### src/rtl/integrator_pkg.sv
// Shared types, bounds and saturating add for the multi-channel integrator.
package integrator_pkg;

    // Working width for the generic arithmetic helpers; lanes truncate to ACC_W.
    localparam int unsigned MAX_W = 64;

    localparam logic MODE_RUN  = 1'b0;
    localparam logic MODE_DUMP = 1'b1;

    typedef logic signed [MAX_W-1:0] wide_t;

    typedef struct packed {
        wide_t result;
        logic  ovf;
    } sat_res_t;

    // Largest value representable in an acc_w-bit signed accumulator.
    function automatic wide_t acc_max(input int unsigned acc_w);
        wide_t one;
        one = wide_t'(1);
        return (one <<< (acc_w - 1)) - one;
    endfunction

    // Smallest value representable in an acc_w-bit signed accumulator.
    function automatic wide_t acc_min(input int unsigned acc_w);
        wide_t one;
        one = wide_t'(1);
        return -(one <<< (acc_w - 1));
    endfunction

    // Add a sign-extended sample to the accumulator; clamp or wrap to acc_w bits.
    function automatic sat_res_t sat_add(input wide_t       acc,
                                         input wide_t       sample,
                                         input logic        saturate,
                                         input int unsigned acc_w);
        sat_res_t r;
        wide_t    sum;
        wide_t    hi;
        wide_t    lo;
        hi    = acc_max(acc_w);
        lo    = acc_min(acc_w);
        sum   = acc + sample;
        r.ovf = (sum > hi) || (sum < lo);
        if (saturate && (sum > hi)) begin
            r.result = hi;
        end else if (saturate && (sum < lo)) begin
            r.result = lo;
        end else begin
            // Keep the low acc_w bits, re-sign-extended to the working width.
            r.result = (sum <<< (MAX_W - acc_w)) >>> (MAX_W - acc_w);
        end
        return r;
    endfunction

endpackage

### src/rtl/integrator_lane.sv
// One integrator lane: accumulator, output register and sticky overflow flag.
module integrator_lane
    import integrator_pkg::*;
#(
    parameter int unsigned IN_W     = 10,
    parameter int unsigned ACC_W    = 16,
    parameter int unsigned SATURATE = 1
) (
    input  logic                    clk_i,
    input  logic                    rst_i,
    input  logic                    accept_i,
    input  logic                    emit_i,
    input  logic                    dump_i,
    input  logic                    flush_i,
    input  logic signed [IN_W-1:0]  sample_i,
    output logic signed [ACC_W-1:0] out_o,
    output logic                    ovf_o
);

    logic signed [ACC_W-1:0] acc_q;
    logic signed [ACC_W-1:0] acc_d;
    logic signed [ACC_W-1:0] out_q;
    logic signed [ACC_W-1:0] out_d;
    logic signed [ACC_W-1:0] sum;
    logic                    ovf_q;
    logic                    ovf_d;
    sat_res_t                res;

    // Next-state: flush wins, otherwise an accepted sample updates the lane.
    always_comb begin
        res   = sat_add(wide_t'(acc_q), wide_t'(sample_i), SATURATE != 0, ACC_W);
        sum   = ACC_W'(res.result);
        acc_d = acc_q;
        out_d = out_q;
        ovf_d = ovf_q;
        if (flush_i) begin
            acc_d = '0;
            ovf_d = 1'b0;
        end else if (accept_i) begin
            ovf_d = ovf_q | res.ovf;
            // At a window end the accumulator restarts from zero.
            acc_d = dump_i ? '0 : sum;
            if (emit_i) begin
                out_d = sum;
            end
        end
    end

    // Lane state registers.
    always_ff @(posedge clk_i or posedge rst_i) begin
        if (rst_i) begin
            acc_q <= '0;
            out_q <= '0;
            ovf_q <= 1'b0;
        end else begin
            acc_q <= acc_d;
            out_q <= out_d;
            ovf_q <= ovf_d;
        end
    end

    assign out_o = out_q;
    assign ovf_o = ovf_q;

endmodule

### src/rtl/integrator_dump_n.sv
// Multi-channel signed integrator with running and integrate-and-dump modes.
module integrator_dump_n
    import integrator_pkg::*;
#(
    parameter int unsigned CHANNELS = 4,
    parameter int unsigned IN_W     = 10,
    parameter int unsigned ACC_W    = 16,
    parameter int unsigned DUMP_LEN = 8,
    parameter int unsigned SATURATE = 1
) (
    input  logic                      system1000,
    input  logic                      system1000_rst,
    input  logic                      in_valid,
    input  logic [CHANNELS*IN_W-1:0]  in_data,
    input  logic                      clear,
    input  logic                      mode_dump,
    output logic                      out_valid,
    output logic [CHANNELS*ACC_W-1:0] out_data,
    output logic [CHANNELS-1:0]       overflow
);

    localparam int unsigned      CNT_W    = (DUMP_LEN > 1) ? $clog2(DUMP_LEN) : 1;
    localparam logic [CNT_W-1:0] CNT_LAST = CNT_W'(DUMP_LEN - 1);

    logic             mode_q;
    logic [CNT_W-1:0] cnt_q;
    logic [CNT_W-1:0] cnt_d;
    logic             out_valid_q;
    logic             flush;
    logic             accept;
    logic             win_end;
    logic             emit;
    logic             dump;

    // Shared strobes: clear and a mode change both flush and drop the sample.
    always_comb begin
        flush   = clear | (mode_dump != mode_q);
        accept  = in_valid & ~flush;
        win_end = (mode_q == MODE_DUMP) && (cnt_q == CNT_LAST);
        emit    = accept & ((mode_q == MODE_RUN) | win_end);
        dump    = accept & win_end;
    end

    // Window counter advances only on accepted samples in dump mode.
    always_comb begin
        cnt_d = cnt_q;
        if (flush) begin
            cnt_d = '0;
        end else if (accept && (mode_q == MODE_DUMP)) begin
            cnt_d = win_end ? '0 : cnt_q + CNT_W'(1);
        end
    end

    // Mode copy, window counter and result strobe.
    always_ff @(posedge system1000 or posedge system1000_rst) begin
        if (system1000_rst) begin
            mode_q      <= MODE_RUN;
            cnt_q       <= '0;
            out_valid_q <= 1'b0;
        end else begin
            mode_q      <= mode_dump;
            cnt_q       <= cnt_d;
            out_valid_q <= emit;
        end
    end

    assign out_valid = out_valid_q;

    for (genvar k = 0; k < CHANNELS; k++) begin : g_lane
        integrator_lane #(
            .IN_W     (IN_W),
            .ACC_W    (ACC_W),
            .SATURATE (SATURATE)
        ) u_lane (
            .clk_i    (system1000),
            .rst_i    (system1000_rst),
            .accept_i (accept),
            .emit_i   (emit),
            .dump_i   (dump),
            .flush_i  (flush),
            .sample_i (in_data[k*IN_W +: IN_W]),
            .out_o    (out_data[k*ACC_W +: ACC_W]),
            .ovf_o    (overflow[k])
        );
    end

endmodule

### config.mk
export PLATFORM = sky130hd
export DESIGN_NAME = integrator_dump_n
export DESIGN_NICKNAME = d
export VERILOG_FILES = /design/src/rtl/integrator_pkg.sv /design/src/rtl/integrator_lane.sv /design/src/rtl/integrator_dump_n.sv
export SDC_FILE = /design/constraint.sdc
export NUM_CORES = 1
export LEC_CHECK = 0
export BUFFER_PORTS_ARGS = -buffer_cell sky130_fd_sc_hd__buf_4
export CORE_AREA = 2 2 148 107
export CTS_CLUSTER_SIZE = 14
export DETAILED_ROUTE_END_ITERATION = 10
export DIE_AREA = 0 0 150 109
export PLACE_DENSITY = 0.91
export REMOVE_ABC_BUFFERS = 1
export SLEW_MARGIN = 20
export SYNTH_ARGS = -nofsm -noshare
export SYNTH_HDL_FRONTEND = slang
export SYNTH_SLANG_ARGS = --single-unit
export TNS_END_PERCENT = 10
### constraint.sdc
create_clock -name system1000 -period 5.6 [get_ports system1000]
set_input_delay 0 -clock system1000 [delete_from_list [all_inputs] [get_ports system1000]]
set_output_delay 0 -clock system1000 [all_outputs]
set_load 0.01 [all_outputs]
Word-level counts from Yosys, hierarchy flattened
Cells that the tools add are included.
W data, S select, Z words.
Storage, ports and cells
  register bits after elaboration: 137
  bits of input ports: 45
  output and inout bits: 69
  word-level logic and storage cells: 81
Cells by class
  add/subtract/negate cells: 5
  order comparisons: 8
  equal/unequal tests: 2
  multiplexer cells: 31
  bitwise gates (word level): 11
  reduce and logical (&&, ||, !) cells: 9
Operators with widths (number)
  $mux W16: 20
  $add A16 B10 Y17: 4
  $gt A17 B16 Y1 const B: 4
  $lt A17 B16 Y1 const B: 4
  $mux W3: 3
  $mux W1: 8
  $or A1 B1 Y1: 6
  $logic_or A1 B1 Y1: 4
  $reduce_bool A2 Y1: 2
  $add A3 B1 Y3 const B: 1
  $and A1 B1 Y1: 3
  $eq A3 B3 Y1 const B: 1
  $reduce_and A3 Y1: 1
  $logic_and A1 B1 Y1: 2
  $not A1 Y1: 2
  $ne A1 B1 Y1: 1

Logic depth before layout (Yosys ltp)
Gate-level depths: netlist (run 1).
  word-level depth: 8
  mapped depth: 13
  gate-level depth less buffers: 11

Cells and area by module
From an unflattened synthesis (run 1), not the netlist that was laid out.
Unflattened totals
  cells, all modules: 1009
  area total of the unflattened synthesis: 9192.6 um^2
By module, submodules not included
  integrator_lane (g_lane[1].u_lane ...): instances 3, cells each 254, area each 2265.9 um^2, sequential area each 825.8 um^2
  integrator_lane (g_lane[0].u_lane): instances 1, cells each 222, area each 2128.3 um^2, sequential area each 825.8 um^2
  integrator_dump_n: instances 1, cells each 25, area each 266.5 um^2, sequential area each 125.1 um^2

Worst setup path before layout (run 1)
No wires, ideal clock.
  path kind: reg-to-reg
  start: register g_lane[0].u_lane.acc_q[0]
  end: register g_lane[0].u_lane.out_q[3]
  setup time: 92 ps
  data arrival time: 2578 ps
  required time: 5508 ps
  path slack: 2929 ps
  stages on the path, launching flop included: 13
  path buffers: 1
  clock period less this slack: 2671 ps
  cells stage by stage: dfrtp_1 ha_1 inv_1 fa_1 nand2b_1 a21oi_4 o211ai_4 o21ai_4 a31oi_4 nor4_4 buf_6 nor2_2 o31ai_2
On the way
  cells in the longest elaborated chain, start to end: 4
  elaborated cells between the ends (all ways): 5
  classes of those cells: add/sub (1); order compare (2); mux (2)
RTL lines
  from (decl): RTL line integrator_lane.sv:20  | logic signed [ACC_W-1:0] acc_q;
  from (signal assigned): RTL line integrator_lane.sv:52  | acc_q <= '0;
  from (signal assigned): RTL line integrator_lane.sv:56  | acc_q <= acc_d;
  $add A16 B10 Y17 (*): RTL line integrator_pkg.sv:42  | sum = acc + sample;
  $lt A17 B16 Y1: RTL line integrator_pkg.sv:46  | end else if (saturate && (sum < lo)) begin
  $mux W16: RTL line integrator_pkg.sv:46
  $mux W16 (*): RTL line integrator_pkg.sv:44  | if (saturate && (sum > hi)) begin
  to (signal assigned): RTL line integrator_lane.sv:57  | out_q <= out_d;
  to (decl): RTL line integrator_lane.sv:22  | logic signed [ACC_W-1:0] out_q;
Mark *: on every way between the ends. The rest lies on a longest branch, timed or not.
A chain may end at the register's enable or synchronous reset.

Worst setup path in the final report (run 1)
  start: register g_lane[1].u_lane.acc_q[0]
  end: register g_lane[1].u_lane.out_q[12]
On the way
  cells in the longest elaborated chain, start to end: 4
  elaborated cells between the ends (all ways): 5
  classes of those cells: add/sub (1); order compare (2); mux (2)
RTL lines (RTL line)
  from (decl): integrator_lane.sv:20
  from (signal assigned): integrator_lane.sv:52
  from (signal assigned): integrator_lane.sv:56
  $add A16 B10 Y17 (*): integrator_pkg.sv:42
  $lt A17 B16 Y1: integrator_pkg.sv:46
  $mux W16: integrator_pkg.sv:46
  $mux W16 (*): integrator_pkg.sv:44
  to (signal assigned): integrator_lane.sv:57
  to (decl): integrator_lane.sv:22
Marks and branches as above.

==> results of run 1 <==
==> worst reg2reg max path, delay by kind of cell, from the launching register on <==
kind                     cells  cell delay, ps
adder cells (fa/ha/maj)      2             620
flip-flops                   1             370
AND/OR/NAND/NOR              3             960
buffers and inverters        1              70
AO/OA/AOI/OAI                5            1430
==> cell type report <==
| type | count | share of cell area (%) |
|---|---|---|
| flip-flops and latches | 137 | 33.2 |
| multi-input cells | 739 | 48.7 |
| clock buffers | 21 | 4.55 |
| clock inverters | 10 | 1.15 |
| well taps | 200 | 2.42 |
| inverters | 25 | 0.957 |
| repair buffers | 122 | 9.00 |
==> logic make-up (layout without fill, tap and decap cells) <==
family	after synthesis	in the layout
xor gates and xnor gates	39	39
adders and majority gates	78	78
buffers and inverters	65	178
and+or+nand+nor	305	305
muxes	6	6
DFF	137	137
AOI/OAI and AO/OA	311	311
==> metal layers <==
metal	track usage, %	vias to the layer above
met5	0	-
met4	8.69	0
met3	4.85	36
met2	43.2	247
met1	37.6	3626
li1	-	3587
==> flip-flops by register name, indices dropped and copies added (netlist names) <==
name                 cells
g_lane.u_lane.ovf_o      4
cnt_q                    3
g_lane.u_lane.acc_q     64
mode_q                   1
g_lane.u_lane.out_o     64
out_valid                1
==> metrics by stage <==
stage,cell area (sq um),instances,power (W)
after detailed placement,9690,1218,0.00244
after floorplan,8540,901,0.00198
final,10300,1254,0.00357
after global placement,9690,1218,0.00240
after global routing,10300,1254,0.00377
after CTS,10300,1253,0.00358
==> worst max path at each step <==
stage                              start                         end  slack, ps
3_3_place_gp   g_lane[0].u_lane.acc_q[0]   g_lane[0].u_lane.out_o[1]       2360
6_report       g_lane[1].u_lane.acc_q[0]  g_lane[1].u_lane.out_o[12]       2090
4_1_cts        g_lane[1].u_lane.acc_q[0]  g_lane[1].u_lane.out_o[12]       2150
2_1_floorplan             system1000_rst                    cnt_q[0]       1930
5_1_grt        g_lane[1].u_lane.acc_q[0]   g_lane[1].u_lane.acc_q[5]       1870
3_5_place_dp   g_lane[0].u_lane.acc_q[0]   g_lane[0].u_lane.out_o[9]       2170
==> power groups by stage <==
stage,clock [W],sequential [W],combinational (W)
3_3_place_gp,0,0.00131,0.00110
5_1_grt,0.00119,0.00132,0.00126
3_5_place_dp,0,0.00131,0.00113
4_1_cts,0.00114,0.00130,0.00114
6_report,0.00113,0.00130,0.00114
2_1_floorplan,0,0.00136,0.000620
==> cell usage in the layout (no fill, tap or decap), drive strengths merged, types with 9 or more instances in the layout <==
| cell | n |
|---|---|
| dfrtp | 137 |
| nand2 | 129 |
| buf | 118 |
| o21ai | 111 |
| nor2 | 86 |
| ha | 66 |
| a21oi | 53 |
| a22o | 32 |
| inv | 26 |
| xnor2 | 24 |
| a21o | 24 |
| clkbuf | 21 |
| nand2b | 20 |
| o31ai | 18 |
| xor2 | 15 |
| o21a | 13 |
| o211ai | 13 |
| and3 | 12 |
| nor3 | 12 |
| nand3 | 9 |
| a211oi | 9 |
==> timing repair <==
action,4_1_cts,5_1_grt
endpoints found under the hold margin,83,0
setup endpoints to repair,0,0
buffers inserted,0,0
hold buffers,4,0
==> metrics, run 1 <==
die area between 0.015 and 0.02 sq mm; wire length on met1 between 9000 and 10,000 um; vias per inst between 5 and 6; final antenna-violating net count 0; post-cts sizing count 0; sequential share of power between 30 and 40%; Final GP Congestion just over 0.9; Worst R2R Start g_lane[1].u_lane.acc_q[0]; Synth Cell Area just under 0.009 sq mm; Clk Latency, worst-skew pair roughly 420 ps; synthesized flop and latch total approximately 140; Reg area approximately 0.0034 sq mm; crit-path leading delay family compound AO/OA/AOI/OAI gates; Sw Pwr around 0.0012 W; adder-cell share of the synthesized area roughly 11%; ys flop type dfrtp_1; GRT Total Usage about 27%; reg-to-reg endpoint g_lane[1].u_lane.out_o[12]; site row count 38; WP buf/inv 1; WP depth 11; met3 routed WL 1220 um; initial core utilization around three fifths; worst reg2reg setup slack between 2000 and 2500 ps; Syn. warnings 0; Total Neg Setup Slack 0 ps; routed length per instance 17.0 um; Crit path largest cell delay roughly 590 ps; Worst-Margin Slew 830 ps; max frequency ~280 MHz; Fillers approximately 1,200; die width about 150 um; Seq/Total Area, Yosys about two fifths; largest net degree at the start of global routing a little under 80; outcome completed; drc violations 0; uppermost layer routed met4; fin nets roughly 1,200; post-layout util between 60% and 70%; area of the multi-input gates 0.00503 sq mm; CP Launch Type flip-flop; FFs w/ async S/R, synth 100%; FF-to-FF path depth 11; Critical Path AT ~3900 ps; pre-CTS WS between 2000 and 2500 ps; Hold Crit Endpoint g_lane[1].u_lane.acc_q[0]; gr ovfl total 0; crit path cell chain ha_1, inv_1, fa_1, nor2b_1, o31a_1, o21ai_1, a2111o_1, o21ai_1, and2_1, nand2b_1, a22o_1; Worst slew margin 44.5%; most common cell in the synthesized netlist dfrtp_1; hold slack 23.7 ps; Tcrit/Tclk final ~63%; Clock power frac a little under a third; VDD IR max 0.207 mV; Core Region between 0.015 and 0.02 sq mm; Post-Synthesis Cells 941; largest family of logic cells by synthesized area compound AO/OA/AOI/OAI gates; CP endpoint kind flip-flop; first-pass GRT wire length around 35,000 um; Power Density approximately 350 mW/mm^2; First DRT Iteration DRCs 580; CP max stage cell o21ai_1; vias 7,496; CTS tree built; port bufs around 110; HPWL after detailed placement approximately 15,000 um; clk sinks 137; Hold Crit Depth 4; EDFF count, synth 0; leakage power a little under 5 nW; Clock Path Buffers 2; fin worst setup slack roughly 2100 ps; Worst-path clk slew 60 ps; I/O pin cnt between 100 and 150; mux share of post-synthesis cell area 0.800%; CTS Root Cell clkbuf_16; 1st-pass router iterations 7; post-synthesis simple-gate area fraction 16.4%; wire length on met2 slightly below 10,000 um; Synth top area share between 30% and 40%; Fin. Hold Viols 0; Syn-to-layout area delta 18.0%; Comb power frac around a third; RSZ-0062 raised after global routing false; TritonCTS buffer count 17; Unique masters post-synth 83; Hold Path Class input port to flip-flop; H-Tree Depth 4; crit-path max FO 14; drt total wl approximately 21,000 um; Max Cap Viol 0; Antenna Cells 0; Die H 109 um; fin. max-slew vios 0; initial antenna violation count 0; min-delay src in_data[10]; Final min period ~3500 ps; layout cell share with drive strength beyond 1 19.3%; Synth Area in Compound Gates 24.8%; Final Skew approximately 10 ps; WP data required ~6000 ps; final setup fails 0; top cell type by total area after synthesis dfrtp_1; internal power component about 0.0024 W; Post-Synth XOR/XNOR Area between 4 and 5%; Area contributors post-synth dfrtp_1, ha_1, nand2_1, o21ai_1, nor2_1; Setup CP Type flip-flop to flip-flop; vias in the first global route a little over 7,000; crit-path most repeated cell o21ai_1; Post-synth top cells dfrtp_1, nand2_1, nor2_1; switching power share of the total 33.0%; synthesized area per cell 9.30 sq um
(Power assumes the default switching activity.)
==> inputs of run 2 (changes only) <==
--- a/config.mk
+++ b/config.mk
@@ -5,12 +5,13 @@
 export SDC_FILE = /design/constraint.sdc
 export NUM_CORES = 1
 export LEC_CHECK = 0
+export ABC_AREA = 1
 export BUFFER_PORTS_ARGS = -buffer_cell sky130_fd_sc_hd__buf_4
-export CORE_AREA = 2 2 148 107
+export CORE_AREA = 2 2 162 117
 export CTS_CLUSTER_SIZE = 14
 export DETAILED_ROUTE_END_ITERATION = 10
-export DIE_AREA = 0 0 150 109
-export PLACE_DENSITY = 0.91
+export DIE_AREA = 0 0 164 119
+export PLACE_DENSITY = 0.87
 export REMOVE_ABC_BUFFERS = 1
 export SLEW_MARGIN = 20
 export SYNTH_ARGS = -nofsm -noshare
==> constraint.sdc (replaced) <==
create_clock -name system1000 -period 3.1 [get_ports system1000]
set_input_delay 0 -clock system1000 [delete_from_list [all_inputs] [get_ports system1000]]
set_output_delay 0 -clock system1000 [all_outputs]
set_load 0.01 [all_outputs]
==> run 2 against run 1 <==
Net effect: die area up 19%; synthesized cell count grew 48%; wire length is 13% higher; worst hold slack got worse by 12 ps; combinational power increased by 87%; cell area grew 7.8%; critical endpoint is now g_lane[2].u_lane.acc_q[1]; area after synthesis increased by 9.1%; largest cell class unchanged; register-to-register slack worse by 1500 ps; setup slack got worse by 1500 ps; first-iteration DRC count up 31%; non-clock buffer count up 7; highest routed layer unchanged; largest power group unchanged.
==> metrics, run 2 <==
Worst-path clk slew 60 ps (about the same); Post-synth top cells nand2_1, dfrtp_1, inv_1 (was dfrtp_1, nand2_1, nor2_1); fin. max-slew vios 0 (unchanged); Worst slew margin 58.1% (was 44.5%); vias 9,030 (was 7,496); GRT Total Usage 25.5% (was 27.0%); synthesized flop and latch total 137 (unchanged); post-route cell area 0.0111 sq mm (was 0.0103 sq mm); Setup CP Type flip-flop to flip-flop (unchanged); Critical Path AT 2820 ps (was 3860 ps); largest net degree at the start of global routing 70 (was 78); site row count 42 (was 38); Syn-to-layout area delta 16.5% (was 18.0%); highest-count cells in the layout ignoring fill and taps nand2_1, dfrtp_1, buf_4, inv_1, nand3_1 (was dfrtp_1, nand2_1, buf_4, nor2_1, ha_1); Area contributors post-synth dfrtp_1, nand2_1, ha_1, inv_1, nand3_1 (was dfrtp_1, ha_1, nand2_1, o21ai_1, nor2_1); Hold Path Class input port to flip-flop (unchanged); post-synthesis simple-gate area fraction 38.1% (was 16.4%); WP data required 3400 ps (was 5950 ps); top cell type by total area after synthesis dfrtp_1 (unchanged); outcome completed (unchanged); Final min period 2530 ps (was 3510 ps); Unique masters post-synth 34 (was 83); die area 0.0195 sq mm (was 0.0164 sq mm); max frequency 396 MHz (was 285 MHz); Fin. Hold Viols 0 (unchanged); Clk Latency, worst-skew pair 420 ps (about the same); Power Density 564 mW/mm^2 (was 346 mW/mm^2); Clock Path Buffers 2 (unchanged); Fillers 1,644 (was 1,196); Final Skew 10.2 ps (was 10.4 ps); Worst-Margin Slew 628 ps (was 830 ps); port bufs 113 (unchanged); leading cell type in the layout, fill and taps excluded nand2_1 (was dfrtp_1); CP max stage cell fa_1 (was o21ai_1); reg-to-reg endpoint g_lane[2].u_lane.acc_q[1] (was g_lane[1].u_lane.out_o[12]); Seq/Total Area, Yosys 35.9% (was 39.2%); Tcrit/Tclk final 81.5% (was 62.7%); final setup fails 0 (unchanged); post-layout util 61.1% (was 68.8%); CTS tree built (unchanged); worst reg2reg setup slack 570 ps (was 2090 ps); Core Region 0.0182 sq mm (was 0.0150 sq mm); Hold Crit Depth 6 (was 4); mux share of post-synthesis cell area 0% (was 0.800%); TritonCTS buffer count 17 (unchanged); Final GP Congestion 0.922 (was 0.924); post-cts sizing count 0 (unchanged); clk sinks 137 (unchanged); synthesized area per cell 6.87 sq um (was 9.30 sq um); gr ovfl total 0 (unchanged); CP endpoint kind flip-flop (unchanged); initial antenna violation count 0 (unchanged); Die H 119 um (was 109 um); Syn. warnings 0 (unchanged); layout cell share with drive strength beyond 1 13.5% (was 19.3%); Antenna Cells 0 (unchanged); Max Cap Viol 0 (unchanged); routed length per instance 13.7 um (was 17.0 um); Inst Count DP 1,719 (was 1,218); final antenna-violating net count 0 (unchanged); leakage power 6.78 nW (was 4.94 nW); Post-Synth XOR/XNOR Area 3.84% (was 4.12%); vias per inst 5.16 (was 5.98); Synth Cell Area 0.00955 sq mm (was 0.00875 sq mm); vias in the first global route 8,500 (was 7,276); CTS Root Cell clkbuf_16 (unchanged); RSZ-0062 raised after global routing false (unchanged); Crit path largest cell delay 430 ps (was 590 ps); Post-Synthesis Cells 1,390 (was 941); FFs w/ async S/R, synth 100% (unchanged); First DRT Iteration DRCs 761 (was 580); Power Total 0.00628 W (was 0.00357 W); min-delay src in_data[10] (unchanged); I/O pin cnt 114 (unchanged); drt total wl 24,000 um (was 21,300 um); crit-path max FO 16 (was 14); ys flop type dfrtp_1 (unchanged); initial core utilization 52.4% (was 58.3%); FF-to-FF path depth 13 (was 11); HPWL after detailed placement 17,200 um (was 14,800 um); Synth Area in Compound Gates 5.08% (was 24.8%); 1st-pass router iterations 5 (was 7); EDFF count, synth 0 (unchanged); H-Tree Depth 4 (unchanged); Synth top area share 35.9% (was 39.2%); VDD IR max 0.388 mV (was 0.207 mV); first-pass GRT wire length 40,300 um (was 35,200 um); crit path cell chain ha_1, inv_1, fa_1, o21ai_1, nand3_1, nand2_2, nand2_1, nand3_1, nand2_1, nand2_2, nand2_1, nand3_1, o21ai_0 (was ha_1, inv_1, fa_1, nor2b_1, o31a_1, o21ai_1, a2111o_1, o21ai_1, and2_1, nand2b_1, a22o_1); drc violations 0 (unchanged); CP Launch Type flip-flop (unchanged); most common cell in the synthesized netlist nand2_1 (was dfrtp_1); adder-cell share of the synthesized area 9.48% (was 11.3%); hold slack 12.1 ps (was 23.7 ps); fin nets 1,615 (was 1,157); Hold Crit Endpoint g_lane[1].u_lane.acc_q[0] (unchanged); placed inst area 0.0106 sq mm (was 0.00969 sq mm); largest family of logic cells by synthesized area simple AND/OR/NAND/NOR gates (was compound AO/OA/AOI/OAI gates); Layout Cells excl Fill 1,751 (was 1,254); Worst R2R Start g_lane[2].u_lane.acc_q[0] (was g_lane[1].u_lane.acc_q[0]); die width 164 um (was 150 um)
run 2: changes by cell type after synthesis, moves of 30 or more:
cell / change
o21ai_1: -59
nor2_1: -30
nand2_2: +32
inv_1: +95
a22o_1: -32
nand2_1: +581
nand3_1: +61
run 2: worst max-delay path by stage:
stage               cells past startpoint                    endpoint                      start  slack (ps)
detailed placement                     13   g_lane[2].u_lane.acc_q[1]  g_lane[2].u_lane.acc_q[0]         650
finish                                 13   g_lane[2].u_lane.acc_q[1]  g_lane[2].u_lane.acc_q[0]         570
floorplan                               1                    cnt_q[0]             system1000_rst        -570
CTS                                    13   g_lane[2].u_lane.acc_q[1]  g_lane[2].u_lane.acc_q[0]         600
global route                           13   g_lane[2].u_lane.acc_q[1]  g_lane[2].u_lane.acc_q[0]         360
global placement                       13  g_lane[2].u_lane.acc_q[14]  g_lane[2].u_lane.acc_q[0]         760
run 2: kinds of logic (layout without fill, tap and decap cells):
kind of cell	after synthesis	count (layout)
AOI/OAI and AO/OA	89	89
adders and majority gates	70	70
xor gates and xnor gates	41	41
and+or+nand+nor	891	891
buffers and inverters	162	281
DFF	137	137
run 2: stage by stage:
| stage | setup slack, ps | TNS [ps] |
|---|---|---|
| 2_1_floorplan | -568 | -83880 |
| 3_3_place_gp | 761 | 0 |
| 3_5_place_dp | 654 | 0 |
| 4_1_cts | 595 | 0 |
| 5_1_grt | 364 | 0 |
| 6_report | 574 | 0 |
run 2: timing repair:
item / 4_1_cts / 5_1_grt
hold endpoints to repair: 72 / 0
setup buffers: 0 / 0
hold buffers: 4 / 0
run 2: power by group:
part / switching [W] / internal, W
clock: 0.000743 / 0.00108
sequential: 0.000201 / 0.00212
combinational: 0.00125 / 0.000882
run 2: layer usage:
layer | vias up | track usage (%) | part of all wire [%]
met5 | - | 0 | 0
met2 | 304 | 39.5 | 44
met1 | 4165 | 36.4 | 48
met4 | 0 | 6.47 | 1.1
li1 | 4538 | - | -
met3 | 23 | 5.26 | 7.1
run 2: final cells by class:
| type | count | area, sq um | area share, % |
|---|---|---|---|
| inverters | 124 | 470 | 4.23 |
| repair buffers | 129 | 1000 | 9.01 |
| well taps | 242 | 303 | 2.72 |
| clock inverters | 4 | 20.0 | 0.180 |
| multi-input cells | 1091 | 5420 | 48.7 |
| flip-flops and latches | 137 | 3430 | 30.8 |
| clock buffers | 24 | 492 | 4.42 |
run 2: critical path, delay by kind of cell (launching register included):
kind / cells / cell delay, ps
adders and majority gates: 2 / 590
AOI/OAI and AO/OA: 2 / 310
and+or+nand+nor: 8 / 1110
buffers and inverters: 1 / 60
DFF: 1 / 340
==> inputs of run 3 (changes only) <==
--- a/config.mk
+++ b/config.mk
@@ -5,13 +5,13 @@
 export SDC_FILE = /design/constraint.sdc
 export NUM_CORES = 1
 export LEC_CHECK = 0
-export ABC_AREA = 1
+export ABC_AREA = 0
 export BUFFER_PORTS_ARGS = -buffer_cell sky130_fd_sc_hd__buf_4
-export CORE_AREA = 2 2 162 117
+export CORE_AREA = 2 2 149 107
 export CTS_CLUSTER_SIZE = 14
 export DETAILED_ROUTE_END_ITERATION = 10
-export DIE_AREA = 0 0 164 119
-export PLACE_DENSITY = 0.87
+export DIE_AREA = 0 0 151 109
+export PLACE_DENSITY = 0.9
 export REMOVE_ABC_BUFFERS = 1
 export SLEW_MARGIN = 20
 export SYNTH_ARGS = -nofsm -noshare
==> constraint.sdc (replaced) <==
create_clock -name system1000 -period 2.6 [get_ports system1000]
set_input_delay 0 -clock system1000 [delete_from_list [all_inputs] [get_ports system1000]]
set_output_delay 0 -clock system1000 [all_outputs]
set_load 0.01 [all_outputs]
==> run 3 against run 2 <==
Net effect: the run now ends with negative setup slack left; final cell count is 23% lower; count of clock-buffer cells in the layout is 6 lower; combinational power is 42% higher; flip-flop and latch count stayed put; first-iteration DRC count is 21% lower; die area is 16% lower.
==> metrics, run 3 (synthesis results as in run 1) <==
crit-path leading delay family compound AO/OA/AOI/OAI gates (was simple AND/OR/NAND/NOR gates); drc violations 0 (unchanged); leading cell type in the layout, fill and taps excluded buf_4 (was nand2_1); Worst-Margin Slew 642 ps (was 628 ps); Total Neg Setup Slack -4980 ps (was 0 ps); max frequency 359 MHz (was 396 MHz); Final GP Congestion 0.890 (was 0.922); Layout Cells excl Fill 1,353 (was 1,751); highest-count cells in the layout ignoring fill and taps buf_4, dfrtp_1, nand2_1, o21ai_1, nor2_1 (was nand2_1, dfrtp_1, buf_4, inv_1, nand3_1); Clk Latency, worst-skew pair 430 ps (was 420 ps); Critical Path AT 3110 ps (was 2820 ps); fin. max-slew vios 0 (unchanged); Inst Count DP 1,298 (was 1,719); Tcrit/Tclk final 107% (was 81.5%); CP endpoint kind flip-flop (unchanged); routed length per instance 18.5 um (was 13.7 um); Core Region 0.0151 sq mm (was 0.0182 sq mm); Die H 109 um (was 119 um); crit-path max FO 8 (was 16); final antenna-violating net count 0 (unchanged); placed inst area 0.0103 sq mm (was 0.0106 sq mm); port bufs 113 (unchanged); Crit path largest cell delay 410 ps (was 430 ps); First DRT Iteration DRCs 603 (was 761); HPWL after detailed placement 16,300 um (was 17,200 um); initial antenna violation count 0 (unchanged); leakage power 5.57 nW (was 6.78 nW); H-Tree Depth 4 (unchanged); Max Cap Viol 0 (unchanged); VDD IR max 0.472 mV (was 0.388 mV); Worst-path clk slew 60 ps (about the same); layout cell share with drive strength beyond 1 32.5% (was 13.5%); vias 8,116 (was 9,030); Syn-to-layout area delta 33.1% (was 16.5%); post-route cell area 0.0117 sq mm (was 0.0111 sq mm); CP max stage cell dfrtp_1 (was fa_1); crit path cell chain ha_4, buf_6, a211oi_4, o21ai_2, o2111ai_2, a31oi_2, o21a_1, nor4_4, buf_4, buf_12, a21oi_4, o31ai_2 (was ha_1, inv_1, fa_1, o21ai_1, nand3_1, nand2_2, nand2_1, nand3_1, nand2_1, nand2_2, nand2_1, nand3_1, o21ai_0); site row count 38 (was 42); RSZ-0062 raised after global routing true (was false); WP buf/inv 3 (was 1); clk sinks 137 (unchanged); CP Launch Type flip-flop (unchanged); Final Skew 11.9 ps (was 10.2 ps); Worst slew margin 57.2% (was 58.1%); die area 0.0165 sq mm (was 0.0195 sq mm); WP depth 12 (was 13); Final min period 2780 ps (was 2530 ps); die width 151 um (was 164 um); Clock Path Buffers 2 (unchanged); I/O pin cnt 114 (unchanged); Antenna Cells 0 (unchanged); failing checks negative setup slack; fin nets 1,255 (was 1,615); outcome finished, violations left (was completed); gr ovfl total 0 (unchanged); WP data required 2930 ps (was 3400 ps); Setup CP Type flip-flop to flip-flop (unchanged); final setup fails 64 (was 0); vias in the first global route 8,021 (was 8,500); Power Density 715 mW/mm^2 (was 564 mW/mm^2); Fillers 999 (was 1,644); Hold Path Class input port to flip-flop (unchanged); Fin. Hold Viols 0 (unchanged); initial core utilization 57.9% (was 52.4%); FF-to-FF path depth 12 (was 13); vias per inst 6.00 (was 5.16); first-pass GRT wire length 39,700 um (was 40,300 um); 1st-pass router iterations 6 (was 5); CTS Root Cell clkbuf_16 (unchanged); Hold Crit Depth 4 (was 6); drt total wl 25,000 um (was 24,000 um); TritonCTS buffer count 17 (unchanged); largest net degree at the start of global routing 72 (was 70); fin worst setup slack -184 ps (was 574 ps); CTS tree built (unchanged); GRT Total Usage 30.9% (was 25.5%)
[run 3: changes by cell type in the layout (fill, tap and decap cells not counted), sizes merged, moves of 13 or more]
cell,delta
o21a,+13
o31ai,+18
o211ai,+13
nor2,+39
inv,-97
xor2,-16
o21ai,+92
xnor2,+14
a22o,+32
nand2,-618
nand2b,+20
nand3,-61
a21o,+24
buf,+88
[run 3: power by group]
part / switching (W) / internal [W]
Sequential: 0.000258 / 0.00254
Clock: 0.000989 / 0.00151
Combinational: 0.00156 / 0.00147
Total: 0.00281 / 0.00552
[run 3: timing repair]
item,CTS,global route
hold buffers,6,0
endpoints found under the setup margin,117,126
buffers inserted,12,5
pin swaps,43,28
resized for setup,67,56
cloned,1,0
hold endpoints to repair,78,0
[run 3: worst register-to-register path, delay by kind of cell (launching register included)]
family | cells | cell delay (ps)
AOI/OAI and AO/OA | 7 | 1300
buffers and inverters | 3 | 440
DFF | 1 | 410
and+or+nand+nor | 1 | 350
adders and majority gates | 1 | 180
[run 3: path summary, 6_finish.rpt]
check                           slack [ps]                      start                         to
worst max-delay path                  -180  g_lane[0].u_lane.acc_q[0]  g_lane[0].u_lane.out_o[2]
min in group asynchronous              220             system1000_rst  g_lane[1].u_lane.out_o[0]
worst min register to register         480  g_lane[3].u_lane.out_o[9]  g_lane[3].u_lane.out_o[9]
max in group asynchronous             1650             system1000_rst  g_lane[2].u_lane.out_o[2]
worst max register to register        -180  g_lane[0].u_lane.acc_q[0]  g_lane[0].u_lane.out_o[2]
worst min-delay path                    30                in_data[20]  g_lane[2].u_lane.acc_q[0]
[run 3: area by class of cell]
cell class,instances,area (sq um),area share (%)
clock inverter,14,173,1.48
sequential,137,3430,29.4
multi-input combinational,739,5490,47.1
inverter,25,98.8,0.848
clock buffer,18,429,3.68
timing repair buffer,220,1780,15.3
tap,200,250,2.15
[run 3: per-stage QoR]
| step | total power, W | util, % | hold WS [ps] | setup WS, ps |
|---|---|---|---|---|
| floorplan | 0.00427 | - | 31.4 | -1070 |
| global placement | 0.00538 | 68.3 | 127 | -95.6 |
| detailed placement | 0.00546 | 68.3 | 133 | -210 |
| CTS | 0.00815 | 75.3 | 31.0 | -73.7 |
| global route | 0.00874 | 77.1 | 55.1 | -269 |
| finish | 0.00833 | 77.1 | 32.9 | -184 |
[run 3: routing by layer]
metal  vias to the layer above  track usage, %  wire length [um]
li1                       3793               -                 -
met1                      3929            42.4             11200
met2                       348            50.0             11700
met3                        46            6.28              1650
met4                         0            9.41               437
met5                         -               0                 0
